### src/rtl/bitstream_counter.sv
// rtl/bitstream_counter.sv - counts ones in a stochastic bitstream over a fixed window after a warm-up skip
module bitstream_counter #(
  parameter int WIDTH  = 8,
  parameter int WINDOW = 255,
  parameter int SKIP   = 5
) (
  input  logic             clk,
  input  logic             n_rst,
  input  logic             start,
  input  logic             abort,
  input  logic             bit_in,
  input  logic             ack,
  output logic             busy,
  output logic             valid,
  output logic [WIDTH-1:0] value
);

  typedef enum logic [1:0] {IDLE, WARMUP, COUNT, DONE} state_t;

  // Down-counters hold "cycles remaining minus one", so zero marks the last cycle of a state.
  localparam logic [7:0]       SKIP_LOAD = (SKIP == 0) ? 8'd0 : 8'(SKIP - 1);
  localparam logic [WIDTH-1:0] WIN_LOAD  = WIDTH'(WINDOW - 1);

  state_t           state, state_nxt;
  logic [7:0]       warm_cnt;
  logic [WIDTH-1:0] win_cnt;
  logic [WIDTH-1:0] ones_cnt;

  always_ff @(posedge clk or negedge n_rst) begin
    if (!n_rst) state <= IDLE;
    else        state <= state_nxt;
  end

  always_comb begin
    state_nxt = state;
    if (abort) begin
      state_nxt = IDLE;
    end else begin
      case (state)
        IDLE:    if (start) state_nxt = (SKIP == 0) ? COUNT : WARMUP;
        WARMUP:  if (warm_cnt == 8'd0) state_nxt = COUNT;
        COUNT:   if (win_cnt == '0) state_nxt = DONE;
        DONE:    if (ack) state_nxt = IDLE;
        default: state_nxt = IDLE;
      endcase
    end
  end

  always_comb begin
    busy  = (state == WARMUP) || (state == COUNT);
    valid = (state == DONE);
    value = ones_cnt;
  end

  // Abort freezes the counters; the next start reloads them, so no partial count carries over.
  always_ff @(posedge clk or negedge n_rst) begin
    if (!n_rst) begin
      warm_cnt <= 8'd0;
      win_cnt  <= '0;
      ones_cnt <= '0;
    end else if (!abort) begin
      case (state)
        IDLE: begin
          if (start) begin
            ones_cnt <= '0;
            if (SKIP == 0) win_cnt  <= WIN_LOAD;
            else           warm_cnt <= SKIP_LOAD;
          end
        end
        WARMUP: begin
          if (warm_cnt == 8'd0) win_cnt  <= WIN_LOAD;
          else                  warm_cnt <= warm_cnt - 8'd1;
        end
        COUNT: begin
          ones_cnt <= ones_cnt + WIDTH'(bit_in);
          if (win_cnt != '0) win_cnt <= win_cnt - 1'b1;
        end
        default: ;
      endcase
    end
  end

endmodule

### config.mk
export PLATFORM = sky130hd
export DESIGN_NAME = bitstream_counter
export DESIGN_NICKNAME = d
export VERILOG_FILES = /design/src/rtl/bitstream_counter.sv
export SDC_FILE = /design/constraint.sdc
export NUM_CORES = 1
export LEC_CHECK = 0
export CAP_MARGIN = 25
export CORE_ASPECT_RATIO = 0.8
export CORE_UTILIZATION = 30
export CTS_BUF_LIST = sky130_fd_sc_hd__clkbuf_4 sky130_fd_sc_hd__clkbuf_8
export DETAILED_ROUTE_END_ITERATION = 8
export SLEW_MARGIN = 20
export SYNTH_ARGS = -nofsm -noshare
export SYNTH_HDL_FRONTEND = slang
export SYNTH_SLANG_ARGS = --single-unit
### constraint.sdc
create_clock -name clk -period 1.8 [get_ports clk]
set_input_delay 0.27 -clock clk [delete_from_list [all_inputs] [get_ports clk]]
set_output_delay 0.27 -clock clk [all_outputs]
set_load 0.05 [all_outputs]
==> key figures <==
Setup path
  • Kind of critical path: register to register
  • Highest fanout seen on the critical path: 6
  • Crit end category: register
  • Data required time at the worst endpoint: between 2000 and 2500 ps
  • Endpoint arrival time on the critical path: 2060 ps
  • Launching element type of the critical path: register

Synth
  • Avg Cell Area, Syn: a little under 10 sq um
  • Simple-Gate Fraction of Synth Area: 0.239
  • Number of different library cells in the post-synthesis netlist: 52
  • Adder and majority gate portion of the synthesized area: 0.0811
  • Number of flops mapped to enable cells by yosys: 0
  • Largest family of logic cells by synthesized area: simple AND/OR/NAND/NOR gates
  • Nets in the synthesized netlist: around 190
  • Cell area after synthesis: 1700 sq um
  • Post-synthesis compound-gate area fraction: 0.203
  • Share of synthesized area occupied by flip-flops and latches: 0.383
  • Synthesized-area fraction occupied by xor and xnor cells: 0.0258
  • Number of warnings issued by yosys: 0
  • Share of cell area taken by muxes after synthesis: 0.0302
  • Number of flip-flops and latches in the synthesized netlist: 26
  • Most instantiated flip-flop cell in the synthesis netlist: dfrtp_1
  • Number of cells produced by synthesis: around 180
  • Async SR Flop Fraction: 1.00

GRT
  • Number of antenna violations at the first check in global routing: 0
  • Vias in the first global route: between 1000 and 1500
  • First-pass GRT wire length: roughly 7400 microns
  • Maximum number of pins on one net before global-route repair: 27
  • GRT Total Usage: 0.155
  • Total overflow reported by the global router: 0

Die
  • Ports: 16
  • Die area: between 5000 and 6000 sq um
  • Number of cell rows: 24
  • Starting Density: 0.312
  • Width of the chip: about 86 microns
  • Chip Height: 69.3 microns
  • Core area: about 5400 sq um

STA
  • Setup Skew: between 2 and 3 ps
  • Achievable Freq: 0.539 GHz
  • Remaining max-slew budget at the tightest pin: 0.675
  • Count of final setup violators: 2
  • Slew of the pin with the lowest slew margin: slightly below 500 ps
  • Setup slack after layout: -54.1 ps
  • Period utilisation layout: 1.03
  • RSZ-0062 raised after global routing: yes
  • Final number of max-transition violations: 0
  • Final-layout setup total negative slack: -66.2 ps
  • Min cycle time layout: roughly 1900 ps
  • Hold Vio Cnt, Final: 0

Clock network
  • Hold_buf cts: 0
  • Clock tree sinks: 26
  • Clock transition time at the flip-flop clock pins of the worst setup and hold paths: around 100 ps
  • Root buf cell: clkbuf_8
  • TritonCTS clock tree: yes
  • Number of H-tree levels: 1
  • Worst-case clock buffer depth: 2
  • Number of CTS-inserted buffers: 3
  • Clock latency of the later-clocked register in the worst-skew pair: 280 ps

Detailed routing
  • Residual DRC: 1
  • Final Routed Wirelength: between 4000 and 5000 microns
  • First-pass detailed-route iteration total: 6
  • Detail-routed net length per standard cell: 14.2 microns
  • Number of nets with antenna violations after routing: 0
  • Via count: 1585
  • Initial detailed-routing violation count: around 80
  • Detailed-route vias per instance: around 5

Place
  • Routability cong.: slightly above 0.8
  • IO Port Bufs: 15
  • Half-perimeter wire length after placement: between 3000 and 4000 microns
  • Worst slack at placement: -165 ps

Cells and area
  • Post-Route Utilization: 0.466
  • Area growth from synthesis to final layout: 49.2%
  • Layout cell share with drive strength beyond 1: 0.414
  • Count of antenna diodes in the layout: 0
  • Most common library cell in the layout ignoring fill and taps: buf_4
  • Final-layout fill cell count: 522
  • Number of nets at the end of the flow: roughly 260
  • Commonest cells after routing, fill and taps aside: 57 x buf_4, 26 x dfrtp_1, 14 x nor2_1, 8 x nand2_1, 7 x a21oi_1

Run
  • Number of violations of the max-capacitance limit: 0

Hold path
  • Kind of path behind the tightest hold check: primary input to async pin

Outcome
  • Status: complete, but fails checks
  • Violations in the final reports: DRC, setup timing

Power and ir drop
  • Maximum resistive drop on vdd: 0.000491 V
  • Power density normalized to cell area: about 1400 nW/um^2
  • Reported leakage power: roughly 1.1 nW
  • Power consumption: about 3.6 mW
## state kept, by name (all words and copies together) (netlist names)
register  flops
value         8
warm_cnt      8
state         2
win_cnt       8
## where the power goes
group / internal, mW / total (mW) / switching [mW]
Clock: 0.298 / 0.505 / 0.207
Sequential: 0.714 / 0.820 / 0.106
Combinational: 1.13 / 2.29 / 1.17
## synth_stat cells, types with 2 or more instances
cell	count	area (sq um)
dfrtp_1	26	651
nor2_1	14	52.6
ha_1	11	138
inv_1	10	37.5
a21oi_1	9	45.0
nand2_1	8	30.0
nand3_1	6	30.0
nor3_1	6	30.0
o21ai_0	6	30.0
nand2b_1	5	31.3
xnor2_1	5	43.8
a211oi_1	4	30.0
a311oi_1	4	35.0
mux2i_1	4	40.0
clkbuf_1	3	11.3
nand4_1	3	18.8
nor2b_1	3	18.8
nor4_1	3	18.8
a22o_1	2	17.5
a32o_1	2	20.0
and3_1	2	12.5
nor3b_1	2	15.0
o21ai_1	2	10.0
o31a_1	2	17.5
o31ai_1	2	15.0
o41ai_1	2	17.5
or2_1	2	12.5
or3_1	2	12.5
or4_1	2	15.0
## cell families after synthesis
| group | count (synthesis) |
|---|---|
| compound gates | 45 |
| xor+xnor | 5 |
| fa+ha+maj | 11 |
| buf+inv | 15 |
| flops | 26 |
| mux | 5 |
| simple gates | 68 |
## worst max-delay path, stage by stage (launching register included)
cell and delay, ps:
dfrtp_1 400, or4_4 560, or2_4 310, a211oi_4 280
mux2i_1 230
## per-layer routing
| metal | vias up | GRT usage | share of wire |
|---|---|---|---|
| met1 | 765 | 0.239 | 0.53 |
| met4 | 0 | 0.0407 | 0.0086 |
| met5 | - | 0 | 0 |
| met3 | 4 | 0.0274 | 0.029 |
| li1 | 788 | - | - |
| met2 | 28 | 0.221 | 0.43 |
## area by class of cell
type | instances | area, sq um | share of cell area
clock buffers | 3 | 41.3 | 0.0163
clock inverters | 1 | 30.0 | 0.0119
inverters | 10 | 37.5 | 0.0148
multi-input cells | 134 | 1150 | 0.456
flip-flops and latches | 26 | 651 | 0.257
well taps | 78 | 97.6 | 0.0386
repair buffers | 65 | 519 | 0.205
## per-stage QoR
step	area (sq um)	hold slack [ps]	instances
after floorplan	1710	-25.6	175
after global placement	2280	517	310
after detailed placement	2280	528	310
after CTS	2380	366	314
after global routing	2530	391	317
final	2530	343	317
## final timing paths
| path | cells past startpoint | startpoint | slack (ps) | to |
|---|---|---|---|---|
| min | 2 | n_rst | 340 | win_cnt[1]$_DFFE_PN0P_ |
| min in group clk | 1 | value[0]$_DFFE_PN0P_ | 550 | value[0]$_DFFE_PN0P_ |
| max in group asynchronous | 2 | n_rst | 1190 | win_cnt[7]$_DFFE_PN0P_ |
| max reg2reg | 4 | win_cnt[4]$_DFFE_PN0P_ | -50 | state[1]$_DFFE_PN0P_ |
| max | 4 | win_cnt[4]$_DFFE_PN0P_ | -50 | state[1]$_DFFE_PN0P_ |
| min reg2reg | 1 | value[0]$_DFFE_PN0P_ | 550 | value[0]$_DFFE_PN0P_ |
## timing repair
item,4_1_cts,5_1_grt
gates resized for setup,8,28
endpoints found under the setup margin,9,20
buffers inserted,0,3
pin swaps,0,7
Note: power is estimated with default switching activity, not from simulation.
